## config.mk

```make
export PLATFORM = sky130hd
export DESIGN_NAME = timer_digit_formatter
export DESIGN_NICKNAME = d
export VERILOG_FILES = /design/src/rtl/timer_pkg.sv /design/src/rtl/timer_blink_gen.sv /design/src/rtl/timer_digit_formatter.sv
export SDC_FILE = /design/constraint.sdc
export NUM_CORES = 1
export LEC_CHECK = 0
export ABC_AREA = 0
export BUFFER_PORTS_ARGS = -buffer_cell sky130_fd_sc_hd__buf_2
export CAP_MARGIN = 25
export CORE_MARGIN = 2
export CORE_UTILIZATION = 50
export DETAILED_ROUTE_END_ITERATION = 8
export PLACE_DENSITY = 0.66
export SETUP_SLACK_MARGIN = 0.5
export SYNTH_ARGS = -nofsm -noshare
export SYNTH_HDL_FRONTEND = slang
export SYNTH_SLANG_ARGS = --single-unit
```

## constraint.sdc

```tcl
create_clock -name clk -period 3.17 [get_ports clk]
set_input_delay 0.634 -clock clk [delete_from_list [all_inputs] [get_ports clk]]
set_output_delay 0.634 -clock clk [all_outputs]
set_load 0.02 [all_outputs]
```

## src/rtl/timer_pkg.sv

```systemverilog
// Shared types and constants for the on-screen timer digit path.
//   bcd_digit_t    : one BCD nibble
//   fmt_state_t    : digit formatter FSM states
//   DD_STEPS       : double-dabble iterations for an 8-bit binary input
//   BCD_ADD_THRESH : nibble value at or above which +3 is applied before a shift
package timer_pkg;

    typedef logic [3:0] bcd_digit_t;

    typedef enum logic [1:0] {
        IDLE  = 2'd0,
        SHIFT = 2'd1,
        DONE  = 2'd2
    } fmt_state_t;

    localparam int DD_STEPS       = 8;
    localparam int BCD_ADD_THRESH = 5;

    // One double-dabble correction: a nibble of 5 or more would pass 9
    // after the shift, so add 3 to make it carry into the next digit.
    function automatic bcd_digit_t dd_adjust(input bcd_digit_t nib);
        if (nib >= 4'(BCD_ADD_THRESH))
            return nib + 4'd3;
        else
            return nib;
    endfunction

endpackage

```

## src/rtl/timer_blink_gen.sv

```systemverilog
// Blink generator for the timer digits.
//   clk    : system clock
//   rst    : asynchronous active-low reset
//   enable : level; blinking runs while high
//   blank  : toggles every HALF_PERIOD cycles while enable is high, starting at 0
// While enable is low the counter is held cleared and blank is 0.
module timer_blink_gen #(
    parameter int HALF_PERIOD = 25_000_000
) (
    input  logic clk,
    input  logic rst,
    input  logic enable,
    output logic blank
);

    localparam int CW = $clog2(HALF_PERIOD + 1);

    logic [CW-1:0] cnt;

    always_ff @(posedge clk or negedge rst) begin
        if (!rst) begin
            cnt   <= '0;
            blank <= 1'b0;
        end else if (!enable) begin
            cnt   <= '0;
            blank <= 1'b0;
        end else if (cnt == CW'(HALF_PERIOD - 1)) begin
            cnt   <= '0;
            blank <= ~blank;
        end else begin
            cnt   <= cnt + 1'b1;
        end
    end

endmodule

```

## src/rtl/timer_digit_formatter.sv

```systemverilog
// Converts the countdown timer's 8-bit seconds value into three BCD digits
// using a sequential double-dabble engine, and drives a blink flag for the
// renderer once time has elapsed.
//   clk          : system clock
//   rst          : asynchronous active-low reset
//   seconds_in   : seconds remaining, 0..255
//   time_elapsed : level, high once the countdown has expired
//   digit_hund   : BCD hundreds digit (0..2)
//   digit_tens   : BCD tens digit
//   digit_ones   : BCD ones digit
//   digits_upd   : one-cycle strobe in the cycle new digits first appear
//   digit_blank  : renderer hides the digits while high
//   busy         : conversion in progress
// Build option: TIMER_DIGIT_BLINK_EN enables the blink generator; without it
// digit_blank is tied low and time_elapsed is ignored.
//
// state | meaning
// IDLE  | waiting for seconds_in to differ from the last converted value
// SHIFT | one double-dabble adjust+shift per cycle, 8 cycles
// DONE  | commit digits, record converted value, pulse digits_upd
module timer_digit_formatter
    import timer_pkg::*;
#(
    parameter int BLINK_HALF_PERIOD = 25_000_000
) (
    input  logic       clk,
    input  logic       rst,
    input  logic [7:0] seconds_in,
    input  logic       time_elapsed,
    output logic [3:0] digit_hund,
    output logic [3:0] digit_tens,
    output logic [3:0] digit_ones,
    output logic       digits_upd,
    output logic       digit_blank,
    output logic       busy
);

    fmt_state_t state, state_nxt;

    logic [7:0]  src;
    logic [7:0]  last_val;
    logic [7:0]  bin;
    logic [11:0] bcd;
    logic [2:0]  step;
    logic        changed;

    assign changed = (seconds_in != last_val);
    assign busy    = (state != IDLE);

    always_ff @(posedge clk or negedge rst) begin
        if (!rst)
            state <= IDLE;
        else
            state <= state_nxt;
    end

    always_comb begin
        state_nxt = state;
        case (state)
            IDLE:    if (changed) state_nxt = SHIFT;
            SHIFT:   if (step == 3'(DD_STEPS - 1)) state_nxt = DONE;
            DONE:    state_nxt = IDLE;
            default: state_nxt = IDLE;
        endcase
    end

    always_ff @(posedge clk or negedge rst) begin
        if (!rst) begin
            src        <= '0;
            last_val   <= '0;
            bin        <= '0;
            bcd        <= '0;
            step       <= '0;
            digit_hund <= '0;
            digit_tens <= '0;
            digit_ones <= '0;
            digits_upd <= 1'b0;
        end else begin
            digits_upd <= 1'b0;
            case (state)
                IDLE: begin
                    if (changed) begin
                        // The binary half of the scratch carries the latched value;
                        // the BCD half starts empty.
                        src  <= seconds_in;
                        bin  <= seconds_in;
                        bcd  <= '0;
                        step <= '0;
                    end
                end
                SHIFT: begin
                    {bcd, bin} <= {dd_adjust(bcd[11:8]),
                                   dd_adjust(bcd[7:4]),
                                   dd_adjust(bcd[3:0]),
                                   bin} << 1;
                    step <= step + 3'd1;
                end
                DONE: begin
                    digit_hund <= bcd[11:8];
                    digit_tens <= bcd[7:4];
                    digit_ones <= bcd[3:0];
                    last_val   <= src;
                    digits_upd <= 1'b1;
                end
                default: ;
            endcase
        end
    end

`ifdef TIMER_DIGIT_BLINK_EN
    timer_blink_gen #(
        .HALF_PERIOD (BLINK_HALF_PERIOD)
    ) u_blink (
        .clk    (clk),
        .rst    (rst),
        .enable (time_elapsed),
        .blank  (digit_blank)
    );
`else
    logic unused_blink;
    assign unused_blink = time_elapsed ^ (BLINK_HALF_PERIOD == 0);
    assign digit_blank  = 1'b0;
`endif

endmodule

```

# Word level (Yosys, flattened, before mapping)
# Cells that the tools add are included.
[classes]
addsub = 4
n_mul = 0
div_mod_pow = 0
magnitude_cmp = 3
eq_ne = 6
shift = 0
mux = 13
n_bitwise = 0
reduce_logical = 6
[ops]
columns = ["operator", "count"]
rows = [
  ["case mux 12 bit (2 select lines)", 1],
  ["case mux 8 bit (2 select lines)", 1],
  [">= comparator 4 x 3 -> 1 bit, second input constant", 3],
  ["2-to-1 mux 12 bit", 1],
  ["adder 4 x 2 -> 4 bit, second input constant", 2],
  ["2-to-1 mux 4 bit", 2],
  ["2-to-1 mux 8 bit", 1],
  ["!= test 8 bit", 1],
  ["2-to-1 mux 3 bit", 2],
  ["case mux 3 bit (2 select lines)", 1],
  ["AND reduction 2 bit", 3],
  ["2-to-1 mux 2 bit", 2],
  ["!= test 2 bit, second input constant", 2],
  ["case mux 2 bit (2 select lines)", 1],
  ["nonzero test 2 bit", 2],
  ["adder 3 x 1 -> 3 bit, second input constant", 1],
  ["adder 3 x 2 -> 3 bit, second input constant", 1],
  ["equality test 3 bit, second input constant", 1],
  ["equality test 2 x 1 -> 1 bit, second input constant", 1],
  ["equality test 2 bit, second input constant", 1],
  ["logical NOT 2 bit", 1],
  ["2-to-1 mux 1 bit", 1],
]
[word_totals]
register_bits = 54
latchBits = 0
mem_bits_rw = 0
rom_bits = 0
inputBits = 11
out_inout_bits = 15
word_cells = 42
n_memories = 0

# Depth between registers and ports, before layout
# Gate-level depths: netlist of run 1.
[depth]
depth_word = 3
ltp_mapped = 6
ltp_nobuf = 6

# Worst setup path after synthesis of run 1
# OpenSTA, ideal clock, no wires.
[synth_timing]
path_type = "input-to-reg"
start = "in seconds_in[6]"
end = "reg src[0]"
setup_time_ns = 0.125
arrival_time_ns = 1.655
required_time_ns = 3.045
slack_ns = 1.391
path_stages = 4
n_path_buf = 0
cell_sequence = "xnor2_1 > nand4_1 > o21ai_2 > mux2_2"
[synth_via]
elab_chain_cells = 2
[synth_rtl]
columns = ["item", "line_no", "text"]
rows = [
  ["start: declaration", "timer_digit_formatter.sv:28", "input logic [7:0] seconds_in,"],
  ["!= test 8 bit", "timer_digit_formatter.sv:47", "assign changed = (seconds_in != last_val);"],
  ["AND reduction 2 bit (no source line)", "n/a", ""],
  ["end signal: assignment", "timer_digit_formatter.sv:85", "src <= seconds_in;"],
  ["end: declaration", "timer_digit_formatter.sv:40", "logic [7:0] src;"],
]
# Every way passes these cells.
# A chain may end at the register's enable or synchronous reset.

# Worst setup path after layout of run 1
[layout_timing]
start = "in seconds_in[4]"
end = "reg bin[3]"
[layout_via]
elab_chain_cells = 3
[layout_rtl]
columns = ["item", "line_no", "text"]
rows = [
  ["!= test 8 bit", "timer_digit_formatter.sv:47", ""],
  ["!= test 2 bit (no source line)", "n/a", ""],
  ["AND reduction 2 bit (no source line)", "n/a", ""],
  ["end signal: assignment", "timer_digit_formatter.sv:86", "bin <= seconds_in;"],
  ["end signal: assignment", "timer_digit_formatter.sv:92", "{bcd, bin} <= {dd_adjust(bcd[11:8]),"],
  ["end: declaration", "timer_digit_formatter.sv:42", "logic [7:0] bin;"],
]
# Every way passes these cells.

==> run_summary.xml, run 1 <==
<?xml version="1.0" encoding="UTF-8"?>
<metrics>
  <group name="synth">
    <metric name="synth.area.top_cells" unit="">dfrtp_1, mux2_2, ha_1</metric>
    <metric name="synth_largest_type_area_fraction" unit="%">55.5</metric>
    <metric name="synth_cell_types" unit="">31</metric>
    <metric name="postSynthRegisterBits" unit="">54</metric>
    <metric name="netlist_top_cells_count" unit="">dfrtp_1, mux2_2, nand2_1, o21ai_0, xnor2_1</metric>
    <metric name="post_synthesis_cell_area" unit="mm2">0.00244</metric>
    <metric name="synth_sequential_area_ratio" unit="%">55.5</metric>
    <metric name="synth_most_common_cell" unit="">dfrtp_1</metric>
    <metric name="yosysWarnings" unit="">0</metric>
    <metric name="postSynth.asyncResetShare" unit="%">100</metric>
    <metric name="post_synth.cell_area_avg" unit="um2">12.0</metric>
    <metric name="synth_flop_cell" unit="">dfrtp_1</metric>
    <metric name="synthesis.instances" unit="">203</metric>
    <metric name="synth_area_leader_cell" unit="">dfrtp_1</metric>
    <metric name="number_of_synthesized_flops_with_an_enable_pin" unit="">0</metric>
    <metric name="postSynthNetCount" unit="">222</metric>
  </group>
  <group name="worst_setup_path">
    <metric name="crit_family" unit="">compound AO/OA/AOI/OAI gates</metric>
    <metric name="critical_path.cell_chain" unit="">buf_2 &gt; xnor2_1 &gt; nand4_1 &gt; o21a_1 &gt; a221o_1</metric>
    <metric name="startpoint_type" unit="">input port</metric>
    <metric name="worst_setup_path_end_kind" unit="">flop</metric>
    <metric name="timing.critical_path.arrival" unit="ns">2.12</metric>
    <metric name="critPathRequiredTime" unit="ns">3.36</metric>
    <metric name="worst_path_max_delay_cell" unit="">o21a_1</metric>
    <metric name="critical_path_buf_inv_count" unit="">1</metric>
    <metric name="critPathKind" unit="">input port to flop</metric>
    <metric name="critical_path.max_fanout" unit="">22</metric>
    <metric name="cp_slowest_stage_delay" unit="ns">0.52</metric>
  </group>
  <group name="place">
    <metric name="port_buffers" unit="">23</metric>
    <metric name="total_cell_area_at_the_placement_stage" unit="mm2">0.00260</metric>
    <metric name="place_hpwl" unit="um">2900</metric>
    <metric name="gpl.final_weighted_congestion" unit="">0.756</metric>
  </group>
  <group name="final_layout">
    <metric name="stdcell_area" unit="mm2">0.00275</metric>
    <metric name="final_layout_size_suffix_gt1_share" unit="%">26.9</metric>
    <metric name="fin_nets" unit="">245</metric>
    <metric name="area_delta_synth_final" unit="%">12.8</metric>
    <metric name="antenna_cells" unit="">0</metric>
  </group>
  <group name="timing">
    <metric name="period_share" unit="%">60.7</metric>
    <metric name="worst_slew_pin_slew" unit="ns">0.828</metric>
    <metric name="finalSetupTns" unit="ns">0</metric>
    <metric name="period_minus_slack" unit="ns">1.93</metric>
    <metric name="setup_viol" unit="">0</metric>
    <metric name="skew" unit="ns">0.0109</metric>
    <metric name="max_clock_freq" unit="MHz">519</metric>
    <metric name="grt_setup_unrepaired" unit="">no</metric>
    <metric name="slew_viol_final" unit="">0</metric>
    <metric name="timing_hold_violations_final" unit="">0</metric>
    <metric name="relSlewSlack" unit="%">44.8</metric>
  </group>
  <group name="floorplanning">
    <metric name="fp.dieH" unit="um">73.8</metric>
    <metric name="placement_rows" unit="">25</metric>
    <metric name="die_width" unit="um">73.8</metric>
    <metric name="core_area" unit="mm2">0.00472</metric>
    <metric name="initial_core_util" unit="%">51.6</metric>
    <metric name="design.portCount" unit="">26</metric>
    <metric name="floorplan.die_area" unit="mm2">0.00545</metric>
  </group>
  <group name="clock_network">
    <metric name="clk_pin_slew_worst_paths" unit="ns">0.10</metric>
    <metric name="clkSinkCount" unit="">54</metric>
    <metric name="worstSkewPairLatency" unit="ns">0.31</metric>
    <metric name="htreeDepth" unit="">2</metric>
    <metric name="clock_tree.root_cell" unit="">clkbuf_8</metric>
    <metric name="cts-hold-fix-buffers" unit="">0</metric>
    <metric name="cts-root-to-sink-buffers" unit="">2</metric>
    <metric name="post_cts.repair.setup_buffers" unit="">0</metric>
    <metric name="post_cts_resized" unit="">0</metric>
    <metric name="cts_made_buffers" unit="">5</metric>
    <metric name="tritoncts" unit="">built</metric>
  </group>
  <group name="status">
    <metric name="outcome" unit="">complete, no violations</metric>
  </group>
  <group name="route">
    <metric name="route.antenna.remaining_nets" unit="">0</metric>
    <metric name="vias" unit="">1550</metric>
    <metric name="drtIter0Drc" unit="">131</metric>
    <metric name="routed_wire_length_per_instance" unit="um">14.4</metric>
    <metric name="detailedRoute.firstPassIterationCount" unit="">4</metric>
    <metric name="drcViolationCount" unit="">0</metric>
    <metric name="finalWirelength" unit="um">4240</metric>
    <metric name="post_drt_via_cell_ratio" unit="">5.27</metric>
  </group>
  <group name="worst_hold_path">
    <metric name="tightest_hold_check_type" unit="">input port to async pin</metric>
  </group>
  <group name="run">
    <metric name="max_cap_viol_count" unit="">0</metric>
  </group>
  <group name="global_route">
    <metric name="grt_first_pass_wirelength" unit="um">7080</metric>
    <metric name="track_usage" unit="%">17.4</metric>
    <metric name="global_route.overflow_total" unit="">0</metric>
    <metric name="via_count_of_the_first_global_routing_pass" unit="">1548</metric>
    <metric name="grt_max_degree" unit="">30</metric>
    <metric name="antenna_found_initial" unit="">0</metric>
  </group>
  <group name="power_and_ir_drop">
    <metric name="p_per_area" unit="mW/mm2">1020</metric>
    <metric name="power" unit="mW">2.80</metric>
    <metric name="vdd.ir_drop.worst" unit="mV">0.408</metric>
    <metric name="power.static_leakage" unit="nW">1.26</metric>
  </group>
</metrics>
[placed cells by master (no fill, tap or decap), types with 2 or more instances in the layout]
master / netlist / final
inv_1: 9 / 9
nand2_1: 22 / 22
and2_1: 8 / 8
a21oi_1: 3 / 3
mux2_2: 25 / 25
nand4_1: 2 / 2
clkbuf_8: 0 / 6
dfrtp_1: 54 / 54
a31oi_1: 3 / 3
ha_1: 8 / 8
a221o_1: 7 / 7
buf_2: 3 / 23
nor4b_1: 3 / 3
o21ai_0: 14 / 14
xor2_1: 2 / 2
buf_4: 1 / 3
bufinv_16: 0 / 2
o22ai_1: 5 / 5
nand2b_1: 5 / 5
o32ai_1: 2 / 2
xnor2_1: 11 / 11
[final timing paths]
check,to,slack (ns),cells past startpoint,start
setup / recovery,bin[3],1.24,5,seconds_in[4]
hold / removal,bcd[9],0.33,1,rst
setup reg to reg,bin[3],1.26,4,last_val[7]
hold reg to reg,digit_ones[0],0.48,2,digit_ones[0]
max in group asynchronous,state[1],2.07,2,rst
min in group clk,digit_ones[0],0.48,2,digit_ones[0]
[flip-flops by register name, summed over array words and instances, names as in the netlist]
register and count:
digits_upd 1, digit_tens 4, bin 8, src 8, step 3, state 2
bcd 12, last_val 8, digit_hund 4, digit_ones 4
[area by class of cell]
class | count | area (um2)
Multi-Input combinational cell | 130 | 998
Inverter | 9 | 33.8
Clock inverter | 2 | 60.1
Timing Repair Buffer | 26 | 138
Fill cell | 400 | 1980
Tap cell | 67 | 83.8
Clock buffer | 6 | 82.6
Sequential cell | 54 | 1350
[cell families after synthesis]
logic type      count (synthesis)  synth area share, %
other cells                     1                0.154
fa+ha+maj                       8                 4.11
xor+xnor                       13                 4.67
simple gates                   42                 8.73
flops                          54                 55.5
compound gates                 40                 11.4
mux                            26                 12.0
buf+inv                        19                 3.54
[metal layers]
layer,part of all wire (%),track usage [%],up-vias
li1,-,-,756
met1,44,21.7,766
met2,51,28.9,21
met3,2.8,4.94,7
met4,1.8,6.06,0
met5,0,0,-
[power by group]
group	internal, mW	switching [mW]
logic	0.507	0.569
clock network	0.337	0.219
registers	0.985	0.182
total	1.83	0.970
[metrics by stage]
stage	utilization [%]	worst slack, ns	hold slack (ns)	instances
2_1_floorplan	-	1.39	0.338	203
3_3_place_gp	55.0	0.914	0.456	285
3_5_place_dp	55.0	0.900	0.466	285
4_1_cts	58.0	1.24	0.356	293
5_1_grt	58.2	1.15	0.374	294
6_report	58.2	1.24	0.329	294
Note: power is estimated with default switching activity, not from simulation.
==> inputs of run 2 (changes only) <==
Clock period 3.17 ns to 1.8 ns, I/O delays scaled along.
==> run 2 against run 1 <==
  * Flip-flop and latch count unchanged
  * Design area up 16%
  * Wire length up 18%
  * Combinational power rose to 2.6 times the previous value
  * Clock skew down 0.00096 ns
  * Die area unchanged
  * Clock power up 23%
  * Utilization up 9.4 points
  * Clock-buffer cell count unchanged
  * Via count up 12%
  * Setup slack worse by 1.1 ns
  * Global-route usage up 2.4 points
==> run_summary.xml, run 2 (synthesis gave the netlist of run 1 again) <==
<?xml version="1.0" encoding="UTF-8"?>
<metrics>
  <group name="final_layout">
    <metric name="fin_util" unit="%">67.5</metric>
    <metric name="max_ffs_per_register" unit="">12</metric>
    <metric name="fin_nets" unit="">273</metric>
    <metric name="area_delta_synth_final" unit="%">30.9</metric>
    <metric name="regMostFlops" unit="">bcd</metric>
    <metric name="antenna_cells" unit="">0</metric>
    <metric name="fin_cells" unit="">322</metric>
    <metric name="layout_commonest_cell" unit="">dfrtp_1</metric>
    <metric name="stdcell_area" unit="mm2">0.00319</metric>
    <metric name="final_layout_size_suffix_gt1_share" unit="%">48.2</metric>
    <metric name="final_cell_mix" unit="">dfrtp_1, nand2_1, buf_2</metric>
  </group>
  <group name="timing">
    <metric name="grt_setup_unrepaired" unit="">yes</metric>
    <metric name="max_clock_freq" unit="MHz">621</metric>
    <metric name="period_minus_slack" unit="ns">1.61</metric>
    <metric name="final_setup_slack_of_the_worst_path" unit="ns">0.190</metric>
    <metric name="slew_viol_final" unit="">0</metric>
    <metric name="period_share" unit="%">89.5</metric>
    <metric name="setup_viol" unit="">0</metric>
    <metric name="finalSetupTns" unit="ns">0</metric>
    <metric name="timing_hold_violations_final" unit="">0</metric>
    <metric name="finalHoldWorstSlack" unit="ns">0.0455</metric>
    <metric name="skew" unit="ns">0.00996</metric>
  </group>
  <group name="worst_setup_path">
    <metric name="startpoint_type" unit="">flop</metric>
    <metric name="critPathKind" unit="">flop to flop</metric>
    <metric name="critPathLaunch" unit="">last_val[0]</metric>
    <metric name="r2r_slack" unit="ns">0.19</metric>
    <metric name="critPathRequiredTime" unit="ns">1.99</metric>
    <metric name="worst_r2r_startpoint" unit="">last_val[0]</metric>
    <metric name="timing.critical_path.arrival" unit="ns">1.80</metric>
    <metric name="ff_to_ff_path_depth" unit="">5</metric>
    <metric name="critical_path.cell_chain" unit="">xnor2_1 &gt; nand4_1 &gt; o21ai_2 &gt; buf_6 &gt; mux2_2</metric>
    <metric name="critical_path.max_fanout" unit="">6</metric>
    <metric name="worst_setup_path_end_kind" unit="">flop</metric>
    <metric name="cp_slowest_stage_delay" unit="ns">0.40</metric>
    <metric name="worst_path_max_delay_cell" unit="">dfrtp_1</metric>
  </group>
  <group name="power_and_ir_drop">
    <metric name="vdd.ir_drop.worst" unit="mV">0.698</metric>
    <metric name="power.static_leakage" unit="nW">1.47</metric>
    <metric name="power" unit="mW">5.57</metric>
    <metric name="p_per_area" unit="mW/mm2">1750</metric>
  </group>
  <group name="clock_network">
    <metric name="clkSinkCount" unit="">54</metric>
    <metric name="clk_pin_slew_worst_paths" unit="ns">0.09</metric>
    <metric name="htreeDepth" unit="">2</metric>
    <metric name="clock_tree.root_cell" unit="">clkbuf_8</metric>
    <metric name="cts_made_buffers" unit="">5</metric>
    <metric name="worstSkewPairLatency" unit="ns">0.30</metric>
    <metric name="cts-root-to-sink-buffers" unit="">2</metric>
    <metric name="tritoncts" unit="">built</metric>
  </group>
  <group name="global_route">
    <metric name="grt_first_pass_wirelength" unit="um">8180</metric>
    <metric name="antenna_found_initial" unit="">0</metric>
    <metric name="grt_max_degree" unit="">55</metric>
    <metric name="track_usage" unit="%">19.8</metric>
    <metric name="global_route.overflow_total" unit="">0</metric>
    <metric name="via_count_of_the_first_global_routing_pass" unit="">1741</metric>
  </group>
  <group name="route">
    <metric name="routed_wire_length_per_instance" unit="um">15.6</metric>
    <metric name="detailedRoute.firstPassIterationCount" unit="">4</metric>
    <metric name="drtIter0Drc" unit="">100</metric>
    <metric name="route.antenna.remaining_nets" unit="">0</metric>
    <metric name="post_drt_via_cell_ratio" unit="">5.40</metric>
    <metric name="vias" unit="">1738</metric>
    <metric name="finalWirelength" unit="um">5030</metric>
    <metric name="drcViolationCount" unit="">0</metric>
  </group>
  <group name="floorplanning">
    <metric name="die_width" unit="um">73.8</metric>
    <metric name="design.portCount" unit="">26</metric>
    <metric name="placement_rows" unit="">25</metric>
    <metric name="core_area" unit="mm2">0.00472</metric>
    <metric name="fp.dieH" unit="um">73.8</metric>
    <metric name="initial_core_util" unit="%">51.6</metric>
    <metric name="floorplan.die_area" unit="mm2">0.00545</metric>
  </group>
  <group name="place">
    <metric name="place_hpwl" unit="um">3180</metric>
    <metric name="placement.setup.worst_slack" unit="ns">-0.00848</metric>
    <metric name="port_buffers" unit="">23</metric>
    <metric name="gpl.final_weighted_congestion" unit="">0.745</metric>
    <metric name="total_cell_area_at_the_placement_stage" unit="mm2">0.00272</metric>
    <metric name="placed_cells_incl_taps" unit="">294</metric>
  </group>
  <group name="worst_hold_path">
    <metric name="tightest_hold_check_type" unit="">input port to async pin</metric>
  </group>
  <group name="run">
    <metric name="max_cap_viol_count" unit="">0</metric>
  </group>
  <group name="status">
    <metric name="outcome" unit="">complete, no violations</metric>
  </group>
</metrics>
-- run 2: changes by cell type in the layout (fill, tap and decap cells not counted), sizes merged --
cell,before,now
clkbuf,6,8
bufinv,2,0
clkinv,0,1
clkinvlp,0,1
buf,26,52
-- run 2: repair_timing --
item                                    CTS  global route
resized for setup                        31            25
endpoints found under the setup margin   34            50
gates cloned                              0             2
buffers inserted                         14             4
pin swaps                                 7             0
hold buffers                              0             0
-- run 2: worst paths after layout --
kind | end
worst max-delay path | src[0]
worst min-delay path | digit_tens[0]
worst max register to register | src[0]
min in group clk | bin[3]
max in group asynchronous | state[0]
worst min register to register | digit_hund[1]
-- run 2: critical path: cells and delay by family, from the launching register on --
kind / cells / cell delay, ns
DFF: 1 / 0.40
muxes: 1 / 0.33
and+or+nand+nor: 1 / 0.23
AOI/OAI and AO/OA: 1 / 0.23
xor gates and xnor gates: 1 / 0.15
buffers and inverters: 1 / 0.15
-- run 2: metal layers --
layer / part of all wire [%] / global-route usage, %
met5: 0 / 0
met4: 2.6 / 7.07
met3: 3.5 / 3.84
met2: 51 / 32.7
met1: 43 / 26.0
-- run 2: cell type report --
type / instances / area, um2
Inverter: 9 / 33.8
Tap cell: 67 / 83.8
Clock inverter: 2 / 12.5
Fill cell: 361 / 1530
Multi-Input combinational cell: 130 / 1180
Timing Repair Buffer: 54 / 439
Clock buffer: 6 / 82.6
Sequential cell: 54 / 1350
-- run 2: power by group --
part / total [mW] / internal (mW) / switching [mW]
sequential: 2.12 / 1.74 / 0.378
clock: 0.685 / 0.310 / 0.375
combinational: 2.77 / 1.46 / 1.30
